$ cat config.mk
export PLATFORM = sky130hd
export DESIGN_NAME = button_event
export DESIGN_NICKNAME = d
export VERILOG_FILES = /design/src/rtl/button_event.sv
export SDC_FILE = /design/constraint.sdc
export NUM_CORES = 1
export LEC_CHECK = 0
export BUFFER_PORTS_ARGS = -buffer_cell sky130_fd_sc_hd__buf_2
export CORE_MARGIN = 2
export CORE_UTILIZATION = 60
export DETAILED_ROUTE_END_ITERATION = 10
export GPL_ROUTABILITY_DRIVEN = 1
export PLACE_DENSITY_LB_ADDON = 0.25
export SLEW_MARGIN = 20
export SYNTH_ARGS = -nofsm -noshare
export SYNTH_HDL_FRONTEND = slang
export SYNTH_SLANG_ARGS = --single-unit
$ cat constraint.sdc
create_clock -name clk -period 2.9 [get_ports clk]
set_input_delay 0.29 -clock clk [delete_from_list [all_inputs] [get_ports clk]]
set_output_delay 0.29 -clock clk [all_outputs]
set_load 0.01 [all_outputs]
$ cat src/rtl/button_event.sv
// Press-pattern decoder for a debounced button: short, long,
// auto-repeat and double-click events as one-cycle pulses.
`timescale 1ns/1ps
module button_event #(
  parameter int clk_freq      = 95000,
  parameter int long_press_ms = 800,
  parameter int double_gap_ms = 250,
  parameter int repeat_ms     = 200
) (
  input  logic clk,
  input  logic rst,
  input  logic button_in,
  output logic pressed,
  output logic evt_short,
  output logic evt_long,
  output logic evt_repeat,
  output logic evt_double
);

  localparam int MAX_LG = (long_press_ms > double_gap_ms)
                        ? long_press_ms : double_gap_ms;
  localparam int MAX_MS = (MAX_LG > repeat_ms) ? MAX_LG : repeat_ms;
  localparam int MW = $clog2(MAX_MS + 1);
  localparam int PW = (clk_freq > 1) ? $clog2(clk_freq) : 1;

  localparam logic [PW-1:0] P_LAST = PW'(clk_freq - 1);
  localparam logic [MW-1:0] MS_MAX = '1;
  localparam logic [MW-1:0] LONG_LAST = MW'(long_press_ms - 1);
  localparam logic [MW-1:0] GAP_LAST =
    MW'((double_gap_ms > 0) ? double_gap_ms - 1 : 0);
  localparam logic [MW-1:0] REP_LAST =
    MW'((repeat_ms > 0) ? repeat_ms - 1 : 0);
  localparam bit GAP_EN = (double_gap_ms != 0);
  localparam bit REP_EN = (repeat_ms != 0);

  typedef enum logic [2:0] {
    IDLE, PRESS1, HOLD, GAP, WAIT_REL
  } state_t;

  state_t state, state_nx;

  logic lvl, lvl_d;
  logic rise, fall;
  logic [PW-1:0] presc;
  logic [MW-1:0] ms_cnt;
  logic tick, restart;
  logic long_to, gap_to, rep_to;
  logic short_nx, long_nx, rep_nx, dbl_nx;

  assign rise    = lvl & ~lvl_d;
  assign fall    = ~lvl & lvl_d;
  assign pressed = lvl_d;

  // A timeout of N ms fires on the wrap that would make ms_cnt reach N
  assign tick    = (presc == P_LAST);
  assign long_to = tick && (ms_cnt == LONG_LAST);
  assign gap_to  = GAP_EN && tick && (ms_cnt == GAP_LAST);
  assign rep_to  = REP_EN && tick && (ms_cnt == REP_LAST);

  always_comb begin
    state_nx = state;
    short_nx = 1'b0;
    long_nx  = 1'b0;
    rep_nx   = 1'b0;
    dbl_nx   = 1'b0;
    restart  = 1'b0;
    unique case (state)
      IDLE: begin
        if (rise) state_nx = PRESS1;
      end
      PRESS1: begin
        if (fall) begin
          if (GAP_EN) begin
            state_nx = GAP;
          end else begin
            short_nx = 1'b1;
            state_nx = IDLE;
          end
        end else if (long_to) begin
          long_nx  = 1'b1;
          state_nx = HOLD;
        end
      end
      HOLD: begin
        if (fall) begin
          state_nx = IDLE;
        end else if (rep_to) begin
          rep_nx  = 1'b1;
          restart = 1'b1;
        end
      end
      GAP: begin
        if (rise) begin
          dbl_nx   = 1'b1;
          state_nx = WAIT_REL;
        end else if (gap_to) begin
          short_nx = 1'b1;
          state_nx = IDLE;
        end
      end
      WAIT_REL: begin
        if (fall) state_nx = IDLE;
      end
      default: state_nx = IDLE;
    endcase
    if (state_nx != state) restart = 1'b1;
  end

  always_ff @(posedge clk) begin
    if (rst) begin
      state      <= IDLE;
      lvl        <= 1'b0;
      lvl_d      <= 1'b0;
      presc      <= '0;
      ms_cnt     <= '0;
      evt_short  <= 1'b0;
      evt_long   <= 1'b0;
      evt_repeat <= 1'b0;
      evt_double <= 1'b0;
    end else begin
      state      <= state_nx;
      lvl        <= button_in;
      lvl_d      <= lvl;
      evt_short  <= short_nx;
      evt_long   <= long_nx;
      evt_repeat <= rep_nx;
      evt_double <= dbl_nx;
      if (restart) begin
        presc  <= '0;
        ms_cnt <= '0;
      end else if (tick) begin
        presc <= '0;
        if (ms_cnt != MS_MAX) ms_cnt <= ms_cnt + 1'b1;
      end else begin
        presc <= presc + 1'b1;
      end
    end
  end

endmodule
==> impl_metrics.ini, run 1 <==
[global_routing]
grtUsageMet2_pct = 33.8
grt.busiest_layer = met2
grt_pass1_vias = 1352
gr-usage-met1_pct = 28.6
antenna_found_initial = 0
grt_max_degree = 18
grtUsageTotal_pct = 22.5
gr-total-overflow = 0
grt_pass1_wl_um = 5870
met3_usage_pct = 8.08

[place]
gp_congestion = 0.878
port_buffers = 7
dpl.hpwl_um = 2540

[yosys]
synth_xor_area_share_pct = 8.21
synth-simple-area-share_pct = 33.0
synth_top_area_share_pct = 39.7
synth_seq_cells = 36
async_flop_share_pct = 0
synthAdderAreaFrac_pct = 2.07
syn_inst = 211
synth_nets = 217
synth_common_cells = 36 x dfxtp_1, 24 x nor2_1, 12 x nand3_1, 11 x nand2_1, 11 x o21ai_0
synth_top_family_by_area = simple AND/OR/NAND/NOR gates
synth_seq_area_share_pct = 39.7
synth_ff_type = dfxtp_1
yosysWarnings = 0
synth.area.top_cells = dfxtp_1 40%, nor2_1 5.0%, xnor2_1 4.8%
yosys.area.top_type = dfxtp_1
synth_edf_count = 0
synth_cell_type_count = 46
yosysMostFrequentCell = dfxtp_1
syn_avg_cell_area_um2 = 8.60
synth_compound_area_share_pct = 12.9
synth_area_mm2 = 0.00181
synthMuxAreaShare_pct = 0.621

[floorplan]
io_pins = 8
die_w_um = 59.0
die_y_um = 59.0
die-area_mm2 = 0.00348
core_area_mm2 = 0.00281
row_count = 19
initial_utilization_pct = 64.7

[power]
p_per_area_mw_per_mm2 = 468
sw_frac_of_total_pct = 22.9
combPwrFrac_pct = 4.0
seq_power_share_pct = 56.7
p_sw_mw = 0.207
p_leak_nw = 0.609
clkPwrFrac_pct = 39.3
power.internal_mw = 0.695
max-vdd-ir-drop_mv = 0.322

[worst_setup_path]
critPathMaxFanout = 16
endpoint_kind = flip-flop
required_ps = 3180
cp_slowest_stage_delay_ps = 610
crit_path_cell_trace = ha_1, nor4bb_1, nand3_1, or3_1, or4_1, a211oi_1
arrival_ps = 2740
cp-start-kind = flip-flop
critPathKind = reg2reg
slowest_stage = or3_1

[route]
via_count = 1580
drt-wirelength-per-cell_um = 14.6
vias_per_cell = 6.35
drcViolationCount = 2
antenna_left = 0
drt_iter0_drc = 116
routed_wl_um = 3630
first_pass_iters = 7

[timing]
slew_headroom_pct = 57.9
finalHoldWorstSlack_ps = 147
tns_ps = 0
hold_violations = 0
rsz0062_at_grt = no
fmax_ghz = 0.406
clock_skew_ps = 8.13
fin_crit_ps = 2460
final_max_slew_viol_count = 0
tightest_slew_ps = 630
min_period_over_period_pct = 84.9
setup_viol = 0

[clock_network]
htree_levels = 2
cts_root_buf = clkbuf_4
clk_pin_slew_ps = 110
postCtsSetupRepairBufs = 0
clkSinkCount = 36
ctsResizeCount = 0
cts_tree = done
hold_buffers = 0
max-clock-path-buffers = 2
insertion_delay_ps = 350
numCtsBuffers = 5

[finish]
insertedDiodeCount = 0
fillerInstances = 230
layout-drive-gt1-share_pct = 9.63
syn_to_final_growth_pct = 6.28
final_nets = 223

[status]
status = complete, but fails checks
violations = DRC

[min_path]
hold_path.class = in2reg

[job]
maxCapViolCount = 0
## state kept, by name, indices dropped and copies added, names as in the netlist
register    count
evt_double      1
evt_short       1
ms_cnt         10
pressed         1
presc          17
evt_repeat      1
lvl             1
state           3
evt_long        1
## through the flow
| stage | util (%) | total power, mW | std cells | setup slack, ps | cell area (um2) |
|---|---|---|---|---|---|
| 5_1_grt | 68.7 | 0.930 | 249 | 280 | 1930 |
| 3_3_place_gp | 66.0 | 0.556 | 241 | 582 | 1850 |
| 3_5_place_dp | 66.0 | 0.558 | 241 | 504 | 1850 |
| 6_report | 68.7 | 0.902 | 249 | 438 | 1930 |
| 4_1_cts | 68.7 | 0.902 | 249 | 470 | 1930 |
| 2_1_floorplan | - | 0.548 | 211 | 756 | 1810 |
## worst max-delay path: cells and delay by family, from the launching register on
kind	cells	cell delay (ps)
AND/OR/NAND/NOR	4	1490
flip-flops	1	420
adder cells (fa/ha/maj)	1	240
AO/OA/AOI/OAI	1	230
## worst paths after layout
kind,from,to,slack [ps],cells past startpoint
worst min-delay path,button_in,lvl,150,2
worst max-delay path,presc[0],ms_cnt[6],440,6
worst min register to register,presc[0],presc[0],510,1
worst max register to register,presc[0],ms_cnt[6],440,6
## cell usage in the layout (no fill, tap or decap), drive strengths merged, types with 7 or more instances in the layout
cell | netlist | routed
a211oi | 7 | 7
or3 | 9 | 9
xor2 | 7 | 7
nand3 | 12 | 12
nor2 | 24 | 24
nor3 | 9 | 9
dfxtp | 36 | 36
xnor2 | 10 | 10
nand2 | 11 | 11
buf | 3 | 8
o21ai | 11 | 11
## logic make-up (layout without fill, tap and decap cells)
logic type	count (synthesis)	after routing
adders and majority gates	3	3
and+or+nand+nor	106	106
muxes	1	1
DFF	36	36
buffers and inverters	14	21
xor gates and xnor gates	17	17
AOI/OAI and AO/OA	34	34
## layout make-up
cell class	count	area, um2	area share, %
timing repair buffer	8	42.5	2.21
tap	31	38.8	2.01
multi-input combinational	161	1030	53.5
sequential	36	721	37.4
clock buffer	6	41.3	2.14
inverter	5	18.8	0.973
clock inverter	2	35.0	1.82
## routing by layer
layer	vias to the layer above	part of all wire (%)
met5	-	0
met4	0	1.9
met3	8	5.3
met2	40	45
met1	753	48
li1	779	-
## power groups by stage
stage | Clock, mW | Sequential (mW) | Combinational, mW
3_5_place_dp | 0 | 0.522 | 0.0361
5_1_grt | 0.377 | 0.512 | 0.0410
4_1_cts | 0.355 | 0.511 | 0.0363
2_1_floorplan | 0 | 0.517 | 0.0304
3_3_place_gp | 0 | 0.521 | 0.0347
6_report | 0.354 | 0.511 | 0.0363
(Power assumes the default switching activity.)
==> run 2, diff against run 1 <==
--- a/config.mk
+++ b/config.mk
@@ -7,7 +7,7 @@
 export LEC_CHECK = 0
 export BUFFER_PORTS_ARGS = -buffer_cell sky130_fd_sc_hd__buf_2
 export CORE_MARGIN = 2
-export CORE_UTILIZATION = 60
+export CORE_UTILIZATION = 54
 export DETAILED_ROUTE_END_ITERATION = 10
 export GPL_ROUTABILITY_DRIVEN = 1
 export PLACE_DENSITY_LB_ADDON = 0.25
==> constraint.sdc (replaced) <==
create_clock -name clk -period 2.2 [get_ports clk]
set_input_delay 0.22 -clock clk [delete_from_list [all_inputs] [get_ports clk]]
set_output_delay 0.22 -clock clk [all_outputs]
set_load 0.01 [all_outputs]
==> run 2 against run 1 <==
The flow now finishes without violations; final cell count increased by 12%; global-route usage increased by 0.23 points; clock skew is essentially flat; maximum frequency increased by 18%; via count up 3.9%; clock power is 31% higher; critical path type unchanged; critical endpoint is now ms_cnt[4]; largest cell class unchanged; highest routed layer unchanged.
==> impl_metrics.ini, run 2 (synthesis results as in run 1) <==
[finish]
regMostFlops = presc
syn_to_final_growth_pct = 13.9
final_nets = 237
top_regs = presc x17, ms_cnt x10, state x3
multi_input_area_mm2 = 0.00104
final_cell_mix = 36 x dfxtp_1, 24 x nor2_1, 15 x buf_4
largest_register_ff_count = 17
fin_util_pct = 62.9
layout_commonest_cell = dfxtp_1
insertedDiodeCount = 0
layout-drive-gt1-share_pct = 16.4
seq_area_um2 = 721
fillerInstances = 298

[timing]
min_period_over_period_pct = 94.9
rsz0062_at_grt = no
tightest_slew_ps = 474
tns_ps = 0
fmax_ghz = 0.479
slew_headroom_pct = 68.0
fin_crit_ps = 2090
clock_skew_ps = 7.92
hold_violations = 0
setup_viol = 0
final_max_slew_viol_count = 0

[clock_network]
insertion_delay_ps = 350
max-clock-path-buffers = 2
cts_root_buf = clkbuf_4
clkSinkCount = 36
clk_pin_slew_ps = 110
cts_tree = done
hold_buffers = 0
numCtsBuffers = 5
htree_levels = 2

[global_routing]
antenna_found_initial = 0
gr-total-overflow = 0
grt_pass1_vias = 1502
grtUsageTotal_pct = 22.8
grt_max_degree = 18
grt_pass1_wl_um = 6370

[route]
antenna_left = 0
drt-wirelength-per-cell_um = 13.7
routed_wl_um = 3810
drcViolationCount = 0
vias_per_cell = 5.91
first_pass_iters = 4
via_count = 1642
drt_iter0_drc = 87

[worst_setup_path]
cp-start-kind = flip-flop
cp_top_family = simple AND/OR/NAND/NOR gates
endpoint = ms_cnt[4]
cp_num_buf_inv = 1
required_ps = 2430
critPathKind = reg2reg
reg2reg_slack_ps = 110
slowest_stage = or4b_2
arrival_ps = 2320
critPathMaxFanout = 10
endpoint_kind = flip-flop
cp.depth = 6
r2r_end = ms_cnt[4]
crit_path_cell_trace = or4b_2, o41ai_1, o221ai_1, a22oi_2, buf_4, a211oi_1
r2r-start = ms_cnt[4]
r2r_cells = 6
cp_slowest_stage_delay_ps = 680
critPathLaunch = ms_cnt[4]

[floorplan]
core_area_mm2 = 0.00328
initial_utilization_pct = 55.2
die_w_um = 62.0
die_y_um = 62.0
row_count = 21
io_pins = 8
die-area_mm2 = 0.00384

[place]
gp_congestion = 0.851
dpl.hpwl_um = 2790
port_buffers = 7

[job]
maxCapViolCount = 0

[power]
p_leak_nw = 0.681
max-vdd-ir-drop_mv = 0.350
p_per_area_mw_per_mm2 = 580

[min_path]
hold_path.class = in2reg

[status]
status = finished, final reports clean
[run 2: changes by cell type in the layout (fill, tap and decap cells not counted)]
cell / before / now
buf_4: 1 / 15
clkbuf_1: 1 / 0
clkinvlp_4: 0 / 1
nor4bb_1: 3 / 2
nor4bb_2: 0 / 1
or3_1: 8 / 7
or3_4: 1 / 2
[run 2: layout make-up]
class	count	share of cell area [%]
Tap cell	46	2.78
Sequential cell	36	34.9
Multi-Input combinational cell	161	50.4
Inverter	5	0.908
Clock inverter	3	2.06
Clock buffer	5	1.82
Timing Repair Buffer	22	7.14
[run 2: worst reg2reg max path, cell delays in order (launching register included)]
cell and delay, ps:
dfxtp_1 420, or4b_2 680, o41ai_1 280, o221ai_1 190
a22oi_2 150, buf_4 200, a211oi_1 70
[run 2: how the worst min path moves through the flow]
stage / slack [ps] / to / cells past startpoint / startpoint
5_1_grt: 100 / lvl / 2 / button_in
6_report: 80 / lvl / 2 / button_in
2_1_floorplan: 350 / lvl / 1 / button_in
3_5_place_dp: 440 / lvl / 2 / button_in
3_3_place_gp: 430 / lvl / 2 / button_in
4_1_cts: 70 / lvl / 2 / button_in
[run 2: per-stage QoR]
stage / hold WS, ps / area (um2) / instances / total power [mW] / worst slack (ps)
after floorplan: 348 / 1810 / 211 / 0.722 / 56.1
after global placement: 433 / 1980 / 270 / 0.745 / 113
after detailed placement: 440 / 1980 / 270 / 0.747 / 52.6
after CTS: 65.1 / 2060 / 278 / 1.21 / 6.91
after global routing: 97.6 / 2070 / 278 / 1.25 / 7.12
final: 76.2 / 2070 / 278 / 1.20 / 111
[run 2: power breakdown]
| group | internal (mW) | switching (mW) |
|---|---|---|
| Clock | 0.237 | 0.229 |
| Sequential | 0.660 | 0.00631 |
| Combinational | 0.0277 | 0.0393 |
| Total | 0.924 | 0.274 |
[run 2: metal layers]
layer | track usage (%) | vias to the layer above | wire length (um)
met4 | 10.9 | 0 | 80
li1 | - | 810 | -
met2 | 39.3 | 48 | 2030
met3 | 8.28 | 10 | 169
met5 | 0 | - | 0
met1 | 24.6 | 774 | 1530
[run 2: timing repair]
action / CTS / global route
endpoints found under the setup margin: 0 / 8
buffers inserted: 0 / 0
hold endpoints to repair: 0 / 0
resized for setup: 0 / 2
